<file path="config.mk">
export PLATFORM = sky130hd
export DESIGN_NAME = tile_row_queue
export DESIGN_NICKNAME = d
export VERILOG_FILES = /design/src/rtl/tile_row_queue.sv
export SDC_FILE = /design/constraint.sdc
export NUM_CORES = 1
export LEC_CHECK = 0
export ABC_AREA = 0
export ABC_CLOCK_PERIOD_IN_PS = 5900
export BUFFER_PORTS_ARGS = -buffer_cell sky130_fd_sc_hd__buf_2
export CAP_MARGIN = 20
export CORE_MARGIN = 2
export CORE_UTILIZATION = 40
export CTS_CLUSTER_DIAMETER = 150
export DETAILED_ROUTE_END_ITERATION = 16
export PLACE_DENSITY_LB_ADDON = 0.12
export SLEW_MARGIN = 10
export SYNTH_ARGS = -nofsm -noshare
export SYNTH_HDL_FRONTEND = slang
export SYNTH_SLANG_ARGS = --single-unit
export TNS_END_PERCENT = 50
</file>
<file path="constraint.sdc">
create_clock -name clk -period 5.9 [get_ports clk]
set_input_delay 0.885 -clock clk [delete_from_list [all_inputs] [get_ports clk]]
set_output_delay 0.885 -clock clk [all_outputs]
set_load 0.05 [all_outputs]
</file>
<file path="src/rtl/tile_row_queue.sv">
// ---------------------------------------------------------------------------
// tile_row_queue : scrolling tile column, tap judging, score and game state.
// rev 1.0
// ---------------------------------------------------------------------------
`timescale 1ns/1ps
`default_nettype none

module tile_row_queue #(
  parameter int ROWS        = 4,
  parameter int INIT_PERIOD = 25000000,
  parameter int STEP        = 2000000,
  parameter int MIN_PERIOD  = 5000000,
  parameter int SCORE_W     = 10
) (
  input  logic                 clk,
  input  logic                 rst,
  input  logic [4:0]           rand_data,
  input  logic                 start,
  input  logic                 hit_valid,
  input  logic [1:0]           hit_lane,
  output logic [4*ROWS-1:0]    rows,
  output logic [SCORE_W-1:0]   score,
  output logic                 playing,
  output logic                 game_over,
  output logic                 hit_ok
);

  // At least 24 bits, widened if the start period would not fit.
  localparam int CNT_W = ($clog2(INIT_PERIOD + 1) > 24) ? $clog2(INIT_PERIOD + 1) : 24;

  localparam logic [CNT_W-1:0] C_INIT_PERIOD = CNT_W'(INIT_PERIOD);
  localparam logic [CNT_W-1:0] C_STEP        = CNT_W'(STEP);
  localparam logic [CNT_W-1:0] C_MIN_PERIOD  = CNT_W'(MIN_PERIOD);
  localparam logic [CNT_W-1:0] C_SPEED_FLOOR = CNT_W'(MIN_PERIOD + STEP);

  localparam logic [1:0] S_IDLE = 2'd0;
  localparam logic [1:0] S_PLAY = 2'd1;
  localparam logic [1:0] S_OVER = 2'd2;

  logic [1:0]         state_q,     state_d;
  logic [4*ROWS-1:0]  rows_q,      rows_d;
  logic [SCORE_W-1:0] score_q,     score_d;
  logic               hit_ok_q,    hit_ok_d;
  logic [CNT_W-1:0]   period_q,    period_d;
  logic [CNT_W-1:0]   cnt_q,       cnt_d;
  logic [1:0]         last_lane_q, last_lane_d;

  logic               scroll_tick;
  logic [1:0]         cand;
  logic [1:0]         lane;
  logic [3:0]         row0;
  logic [3:0]         row0_after_tap;
  logic               tap_ok;
  logic               tap_bad;
  logic [SCORE_W-1:0] score_inc;
  logic               unused_rand;

  assign unused_rand = ^rand_data[4:3];

  function automatic logic [3:0] onehot(input logic [1:0] l);
    return 4'b0001 << l;
  endfunction

  // Never repeat the previous lane: bump by 1 or 2 when the candidate matches.
  assign cand = rand_data[1:0];
  assign lane = (cand != last_lane_q) ? cand
                                      : (cand + 2'd1 + {1'b0, rand_data[2]});

  assign row0           = rows_q[3:0];
  assign scroll_tick    = (state_q == S_PLAY) && (cnt_q >= period_q - CNT_W'(1));
  assign tap_ok         = hit_valid && (row0 != 4'b0000) && (row0 == onehot(hit_lane));
  assign tap_bad        = hit_valid && (row0 != 4'b0000) && (row0 != onehot(hit_lane));
  assign row0_after_tap = tap_ok ? 4'b0000 : row0;
  assign score_inc      = score_q + SCORE_W'(1);

  always_comb begin
    state_d     = state_q;
    rows_d      = rows_q;
    score_d     = score_q;
    hit_ok_d    = 1'b0;
    period_d    = period_q;
    cnt_d       = cnt_q;
    last_lane_d = last_lane_q;

    case (state_q)
      S_IDLE: begin
        rows_d = '0;
        if (start) begin
          state_d  = S_PLAY;
          score_d  = '0;
          cnt_d    = '0;
          period_d = C_INIT_PERIOD;
        end
      end

      S_OVER: begin
        if (start) begin
          state_d  = S_PLAY;
          rows_d   = '0;
          score_d  = '0;
          cnt_d    = '0;
          period_d = C_INIT_PERIOD;
        end
      end

      S_PLAY: begin
        cnt_d = scroll_tick ? '0 : cnt_q + CNT_W'(1);

        if (tap_ok) begin
          hit_ok_d = 1'b1;
          if (score_q != '1) begin
            score_d = score_inc;
            if (score_inc[3:0] == 4'h0) begin
              period_d = (period_q > C_SPEED_FLOOR) ? period_q - C_STEP : C_MIN_PERIOD;
            end
          end
        end

        // The tap is judged against row 0 before any shift this cycle.
        if (tap_bad) begin
          state_d = S_OVER;
        end else if (scroll_tick) begin
          last_lane_d = lane;
          if (row0_after_tap != 4'b0000) begin
            state_d = S_OVER;
          end else begin
            rows_d = {onehot(lane), rows_q[4*ROWS-1:4]};
          end
        end else if (tap_ok) begin
          rows_d[3:0] = 4'b0000;
        end
      end

      default: begin
        state_d = S_IDLE;
      end
    endcase
  end

  always_ff @(posedge clk) begin
    if (rst) begin
      state_q     <= S_IDLE;
      rows_q      <= '0;
      score_q     <= '0;
      hit_ok_q    <= 1'b0;
      period_q    <= C_INIT_PERIOD;
      cnt_q       <= '0;
      last_lane_q <= 2'd0;
    end else begin
      state_q     <= state_d;
      rows_q      <= rows_d;
      score_q     <= score_d;
      hit_ok_q    <= hit_ok_d;
      period_q    <= period_d;
      cnt_q       <= cnt_d;
      last_lane_q <= last_lane_d;
    end
  end

  assign rows      = rows_q;
  assign score     = score_q;
  assign hit_ok    = hit_ok_q;
  assign playing   = (state_q == S_PLAY);
  assign game_over = (state_q == S_OVER);

endmodule

`default_nettype wire

</file>
==> metrics.md, run 1 <==
| Metric | Value |
|---|---|
| Outcome | `complete, no violations` |
| Number of buffers created by CTS | `9` |
| Number of storage elements in the synthesis netlist | `75` |
| First-pass DRT Iterations | `4` |
| F_max | `approximately 220 MHz` |
| Cell leakage power | `1.93 nW` |
| Footprint of the flip-flops and latches | `1500 sq um` |
| Design internal power | `approximately 920 uW` |
| Worst setup path endpoint | `rows[14]` |
| Worst rel slew slack | `33.1%` |
| # resized after CTS | `0` |
| Cell count of the worst reg-to-reg path | `15` |
| Core Region | `10900 sq um` |
| Insertion delay to the later sink of the worst-skew pair | `~0.34 ns` |
| Peak supply drop | `0.165 mV` |
| Final hold vios | `0` |
| Top area cells in the synthesized netlist | `sky130_fd_sc_hd__dfxtp_1, sky130_fd_sc_hd__ha_1, sky130_fd_sc_hd__nor2_1` |
| Sinks on the clock net | `75` |
| Combinational family with the most area after synthesis | `simple AND/OR/NAND/NOR gates` |
| Combinational Power Share | `under 10%` |
| Worst setup EP type | `flip-flop` |
| Worst Hold Margin | `roughly 0.48 ns` |
| Inst Count DP | `a little over 700` |
| Count of nets left with antenna violations after detail routing | `0` |
| Buffers inserted during post-CTS setup optimization | `0` |
| Largest buffer count on any clock path | `2` |
| Syn Std Cell Area | `between 4000 and 5000 sq um` |
| Leading post-synthesis cells by instance count | `sky130_fd_sc_hd__nor2_1, sky130_fd_sc_hd__dfxtp_1, sky130_fd_sc_hd__nand2_1` |
| Number of buffers added to fix hold violations after cts | `0` |
| Number of design-rule violations left by the first detailed-router iteration | `between 200 and 250` |
| Estimated wirelength of the detail-placed design | `around 8000 um` |
| Power density over the cells | `around 230 nW/um^2` |
| Clk pin slew, worst setup/hold paths | `approximately 0.060 ns` |
| Actual slew at the worst max-slew pin | `roughly 0.99 ns` |
| Combined global-route utilization of all metal layers | `18.1%` |
| Seq/Total Area, Yosys | `between 30% and 40%` |
| Proportion of power drawn by the clock network | `51.3%` |
| Number of H-tree levels | `3` |
| Vias in the first global route | `3829` |
| Post-route DRC violation count | `0` |
| Final instance area | `just over 5000 sq um` |
| Count of flip-flops with a built-in enable after synthesis | `0` |
| Fraction of the mapped netlist area in simple logic gates | `30.0%` |
| End of the worst register-to-register path | `rows[14]` |
| Starting density of the core | `approximately 41%` |
| Count of distinct cell types in the synthesized netlist | `65` |
| Maximum number of pins on one net before global-route repair | `24` |
| Area leader, netlist | `sky130_fd_sc_hd__dfxtp_1` |
| Via count normalized by instance count | `5.49` |
| Overall power | `approximately 1.2 mW` |
| Yosys top cell area share | `between 30% and 40%` |
| Filler cells | `around 1100` |
| Chip Height | `around 110 um` |
| RSZ-0062 raised after global routing | `no` |
| Area of the die | `between 10000 and 15000 sq um` |
| # nets final | `roughly 630` |
| Post-synthesis instance total | `562` |
| Per-instance average area after synthesis | `slightly above 8 sq um` |
| Net Count, Synth | `600` |
| Drt wl/cell | `about 15 um` |
| Total net switching power | `~280 uW` |
| Initial antenna violation count | `0` |
| Required time at the worst-slack endpoint | `a little over 6 ns` |
| I/O Buffers | `37` |
| TritonCTS clock tree | `built` |
| Share of the cycle needed by the critical path after routing | `roughly three quarters` |
| Multiplexer fraction of the synthesized cell area | `~1.1%` |
| Standard cell area after detailed placement | `between 4000 and 5000 sq um` |
| Clock skew | `around 0.0049 ns` |
| Layout cell share with drive strength beyond 1 | `between 10% and 20%` |
| Fin. max-slew vios | `0` |
| Clk root buf | `sky130_fd_sc_hd__clkbuf_16` |
| Reg2Reg Setup Slack | `~1.4 ns` |
| Fraction of synthesis flops using an asynchronous set or reset pin | `0%` |
| Worst flop-to-flop path startpoint | `period_q[7]` |
| Aggregate global routing overflow | `0` |
| Multi-input gate area | `between 2000 and 3000 sq um` |
| Path type of the worst min-delay path | `reg2reg` |
| Total via count after detailed routing | `just over 4000` |
| Width of the chip | `110 um` |
| Post-synthesis compound-gate area fraction | `around 15%` |
| Post-route core utilization | `between 40% and 50%` |
| Predominant post-synthesis flop cell | `sky130_fd_sc_hd__dfxtp_1` |
| Total routed wirelength | `10900 um` |
| First-pass GRT wire length | `between 15000 and 20000 um` |
| Final Instance Count excl. Fillers | `732` |
| Final period demand of the worst path | `4.51 ns` |
| Parity-gate share of the synthesized area counting xor and xnor cells | `a little under a tenth` |
| N_diodes | `0` |
| Ys Warns | `0` |
| Maximum fanout along the worst path | `17` |
| Max cap viols | `0` |
| Gpl congestion | `roughly 0.83` |
| Setup TNS after final layout | `0 ns` |
| Final setup violating endpoints | `0` |
| Number of stages on the worst hold path | `2` |
| Net Sw Frac | `23.6%` |
| Area growth from synthesis to layout | `13.2%` |
| Arrival time of data at the critical path endpoint | `about 4.7 ns` |
| Type of the worst setup path | `reg2reg` |
| First element of the critical path | `period_q[7]` |
| Critical path launch point type | `flip-flop` |
| Dpl ws | `~1.4 ns` |
| Num rows | `38` |
| Most used standard cell by instance count after synthesis | `sky130_fd_sc_hd__nor2_1` |
| I/O Pins | `40` |
| Minimum setup slack in the final design | `about 1.4 ns` |
| Synthesized-area fraction occupied by adder cells | `7.46%` |
| Share of total power in sequential cells | `a little over two fifths` |
[worst max-delay path, stage by stage, from the launching register on]
cell	delay (ns)
sky130_fd_sc_hd__dfxtp_1	0.36
sky130_fd_sc_hd__inv_1	0.14
sky130_fd_sc_hd__ha_1	0.24
sky130_fd_sc_hd__nor3b_1	0.35
sky130_fd_sc_hd__nand2_1	0.18
sky130_fd_sc_hd__nor3_1	0.36
sky130_fd_sc_hd__nand3_1	0.14
sky130_fd_sc_hd__xor2_1	0.17
sky130_fd_sc_hd__ha_1	0.31
sky130_fd_sc_hd__and3_1	0.19
sky130_fd_sc_hd__a221o_1	0.34
sky130_fd_sc_hd__a21oi_1	0.19
sky130_fd_sc_hd__o31ai_1	0.20
sky130_fd_sc_hd__o211a_1	0.43
sky130_fd_sc_hd__nor2b_1	0.43
sky130_fd_sc_hd__mux2_2	0.38
[routing by layer]
metal | vias up | track usage (%) | wire length, um
li1 | 2059 | - | -
met1 | 1881 | 24.6 | 5310
met2 | 73 | 29.5 | 5040
met3 | 9 | 3.46 | 463
met4 | 0 | 4.83 | 92
met5 | - | 0 | 0
[cell usage in the layout (no fill, tap or decap), types with 8 or more instances in the layout]
cell type and count:
sky130_fd_sc_hd__dfxtp_1 75, sky130_fd_sc_hd__clkbuf_16 9, sky130_fd_sc_hd__nor2_1 80, sky130_fd_sc_hd__buf_2 37
sky130_fd_sc_hd__nor4_1 9, sky130_fd_sc_hd__a21oi_1 28, sky130_fd_sc_hd__ha_1 27, sky130_fd_sc_hd__nor3_1 14
sky130_fd_sc_hd__nand4_1 16, sky130_fd_sc_hd__and3_1 10, sky130_fd_sc_hd__o21ai_0 20, sky130_fd_sc_hd__xor2_1 22
sky130_fd_sc_hd__or3_1 8, sky130_fd_sc_hd__nand3_1 38, sky130_fd_sc_hd__xnor2_1 27, sky130_fd_sc_hd__nand2_1 55
sky130_fd_sc_hd__inv_1 12, sky130_fd_sc_hd__a31oi_1 9
[registers in the layout, summed over array words and instances (netlist names)]
name,cells
state_q,2
period_q,19
score,10
rows,16
cnt_q,25
hit_ok,1
last_lane_q,2
[final cells by class]
type                       count  area share (%)
tap                          140            3.42
timing repair buffer          40            4.05
clock inverter                 6            1.83
multi-input combinational    448            55.8
sequential                    75            29.3
inverter                      13           0.951
clock buffer                  10            4.66
[power by group through the flow]
| stage | Combinational, mW | Clock [mW] | Sequential (mW) |
|---|---|---|---|
| after floorplan | 0.0478 | 0 | 0.529 |
| after global placement | 0.0685 | 0 | 0.526 |
| after detailed placement | 0.0696 | 0 | 0.526 |
| after CTS | 0.0698 | 0.630 | 0.515 |
| after global routing | 0.0767 | 0.646 | 0.515 |
| final | 0.0692 | 0.614 | 0.515 |
[worst min-delay path by stage]
stage / from / to / slack, ns
2_1_floorplan: last_lane_q[0] / last_lane_q[0] / 0.46
3_3_place_gp: rows[12] / rows[12] / 0.47
3_5_place_dp: rows[12] / rows[12] / 0.47
4_1_cts: rows[12] / rows[8] / 0.49
5_1_grt: rows[13] / rows[13] / 0.51
6_report: rows[12] / rows[12] / 0.48
[logic make-up (layout without fill, tap and decap cells)]
logic type | Yosys count | after routing
compound gates | 100 | 100
xor+xnor | 49 | 49
fa+ha+maj | 27 | 27
buf+inv | 39 | 69
flops | 75 | 75
mux | 5 | 5
simple gates | 267 | 267
Note: power is estimated with default switching activity, not from simulation.
==> run 2: changes to the inputs <==
Settings changed: ABC_CLOCK_PERIOD_IN_PS 5900 to 4600.
Clock period 5.9 ns to 4.6 ns, I/O delays scaled along.
==> metrics.md, run 2 (same netlist as run 1, synthesis figures left out) <==
| Metric | Value |
|---|---|
| Type of the worst setup path | `reg2reg` |
| Outcome | `complete, no violations` |
| Final setup violating endpoints | `0 (unchanged)` |
| Layout cell share with drive strength beyond 1 | `13.7% (+0.71 points)` |
| Insertion delay to the later sink of the worst-skew pair | `0.34 ns (about the same)` |
| F_max | `241 MHz (+8.6%)` |
| Num rows | `38 (unchanged)` |
| Clk pin slew, worst setup/hold paths | `0.06 ns (about the same)` |
| Chip Height | `110 um (unchanged)` |
| Maximum fanout along the worst path | `6 (-11)` |
| Final period demand of the worst path | `4.16 ns (-0.355 ns)` |
| Peak supply drop | `0.188 mV (+14%)` |
| Arrival time of data at the critical path endpoint | `4.39 ns (-0.35 ns)` |
| Number of H-tree levels | `3 (unchanged)` |
| Largest buffer count on any clock path | `2 (unchanged)` |
| Width of the chip | `110 um (unchanged)` |
| Post-route core utilization | `46.9% (about the same)` |
| N_diodes | `0 (unchanged)` |
| Largest stage delay on the critical path | `0.36 ns (-0.07 ns)` |
| Drt wl/cell | `15.1 um (+1.4%)` |
| Number of design-rule violations left by the first detailed-router iteration | `270 (+10%)` |
| Count of nets left with antenna violations after detail routing | `0 (unchanged)` |
| Clk root buf | `sky130_fd_sc_hd__clkbuf_16` |
| Maximum number of pins on one net before global-route repair | `24 (unchanged)` |
| I/O Pins | `40 (unchanged)` |
| Starting density of the core | `41.4% (unchanged)` |
| Path type of the worst min-delay path | `reg2reg` |
| # nets final | `631 (+0.96%)` |
| Worst rel slew slack | `34.8% (+1.6 points)` |
| Total via count after detailed routing | `4057 (+0.87%)` |
| Max reg flops | `25 (unchanged)` |
| Number of buffers added to fix hold violations after cts | `0 (unchanged)` |
| Most frequent standard cell in the layout excluding fill and tap cells | `sky130_fd_sc_hd__nor2_1` |
| Setup TNS after final layout | `0 ns (unchanged)` |
| Series of cell instances along the critical path | `inv_1 -> ha_1 -> nor3b_1 -> nand2_1 -> nor3_1 -> nand3_1 -> xor2_1 -> ha_1 -> and3_1 -> a221o_1 -> a21oi_1 -> o31ai_1 -> o211a_1 -> nor2b_2 -> mux2_2` |
| Actual slew at the worst max-slew pin | `0.971 ns (-0.0243 ns)` |
| Worst Hold Margin | `0.487 ns (+0.00607 ns)` |
| Critical path launch point type | `flip-flop` |
| Required time at the worst-slack endpoint | `4.83 ns (-1.30 ns)` |
| Post-route DRC violation count | `0 (unchanged)` |
| Power density over the cells | `282 nW/um^2 (+20%)` |
| Worst setup EP type | `flip-flop` |
| Cell leakage power | `1.94 nW (+0.58%)` |
| Aggregate global routing overflow | `0 (unchanged)` |
| First-pass DRT Iterations | `4 (unchanged)` |
| Slowest cell on the critical path | `sky130_fd_sc_hd__dfxtp_1` |
| Number of buffers created by CTS | `9 (unchanged)` |
| Top reg by flops | `cnt_q` |
| Gpl congestion | `0.830 (-0.34%)` |
| # resized after CTS | `0 (unchanged)` |
| Max cap viols | `0 (unchanged)` |
| Buffers inserted during post-CTS setup optimization | `0 (unchanged)` |
| Final Instance Count excl. Fillers | `738 (+0.82%)` |
| TritonCTS clock tree | `built` |
| Crit-path leading delay family | `simple AND/OR/NAND/NOR gates` |
| Combined global-route utilization of all metal layers | `18.4% (+0.31 points)` |
| CP bufs+invs | `1 (unchanged)` |
| Vias in the first global route | `3885 (+1.5%)` |
| Overall power | `1.44 mW (+20%)` |
| Final hold vios | `0 (unchanged)` |
| Share of the cycle needed by the critical path after routing | `90.4% (+14 points)` |
| Area of the die | `12200 sq um (unchanged)` |
| Total routed wirelength | `11100 um (+2.2%)` |
| Cell repeated most along the worst path | `sky130_fd_sc_hd__ha_1` |
| Area growth from synthesis to layout | `13.2% (about the same)` |
| Estimated wirelength of the detail-placed design | `8180 um (+2.5%)` |
| First-pass GRT wire length | `18800 um (+1.2%)` |
| Leading cell types in the layout, fill and taps excluded | `sky130_fd_sc_hd__nor2_1, sky130_fd_sc_hd__dfxtp_1, sky130_fd_sc_hd__nand2_1` |
| Via count normalized by instance count | `5.50 (about the same)` |
| Clock skew | `0.00537 ns (+0.000487 ns)` |
| Inst Count DP | `721 (+0.70%)` |
| Core Region | `10900 sq um (unchanged)` |
| Fin. max-slew vios | `0 (unchanged)` |
| Reg2Reg Setup Slack | `0.44 ns (-0.94 ns)` |
| Initial antenna violation count | `0 (unchanged)` |
| RSZ-0062 raised after global routing | `no` |
| Sinks on the clock net | `75 (unchanged)` |
| I/O Buffers | `37 (unchanged)` |
## run 2: report_power, final
part | internal (mW) | leakage [nW] | switching, mW
combinational | 0.0245 | 1.19 | 0.0656
sequential | 0.654 | 0.605 | 0.00609
clock | 0.418 | 0.143 | 0.275
total | 1.10 | 1.94 | 0.346
## run 2: per-stage QoR
step	setup WS (ns)	area, sq um
5_1_grt	0.0648	5130
3_5_place_dp	0.290	4830
6_report	0.443	5130
2_1_floorplan	0.798	4530
4_1_cts	0.289	5120
3_3_place_gp	0.395	4830
## run 2: final timing paths
kind | start | end | depth (start not counted)
worst max-delay path | period_q[7] | rows[14] | 15
worst min-delay path | last_lane_q[0] | last_lane_q[0] | 2
worst max register to register | period_q[7] | rows[14] | 15
worst min register to register | last_lane_q[0] | last_lane_q[0] | 2
## run 2: worst register-to-register path, cell delays in order (launching register included)
cell and delay, ns:
sky130_fd_sc_hd__dfxtp_1 0.36, sky130_fd_sc_hd__inv_1 0.14, sky130_fd_sc_hd__ha_1 0.25, sky130_fd_sc_hd__nor3b_1 0.34, sky130_fd_sc_hd__nand2_1 0.18, sky130_fd_sc_hd__nor3_1 0.36
sky130_fd_sc_hd__nand3_1 0.14, sky130_fd_sc_hd__xor2_1 0.17, sky130_fd_sc_hd__ha_1 0.31, sky130_fd_sc_hd__and3_1 0.19, sky130_fd_sc_hd__a221o_1 0.35, sky130_fd_sc_hd__a21oi_1 0.16
sky130_fd_sc_hd__o31ai_1 0.20, sky130_fd_sc_hd__o211a_1 0.30, sky130_fd_sc_hd__nor2b_2 0.24, sky130_fd_sc_hd__mux2_2 0.36
## run 2: layout make-up
| class | count | area (sq um) |
|---|---|---|
| fill | 1088 | 5810 |
| clock inverter | 5 | 53.8 |
| timing repair buffer | 46 | 250 |
| sequential | 75 | 1500 |
| clock buffer | 11 | 233 |
| inverter | 13 | 48.8 |
| multi-input combinational | 448 | 2870 |
| tap | 140 | 175 |
## run 2: metal layers
metal | part of all wire, % | GRT usage, %
met1 | 49 | 24.5
met2 | 45 | 29.5
met3 | 3.6 | 3.95
met4 | 1.9 | 6.50
met5 | 0 | 0
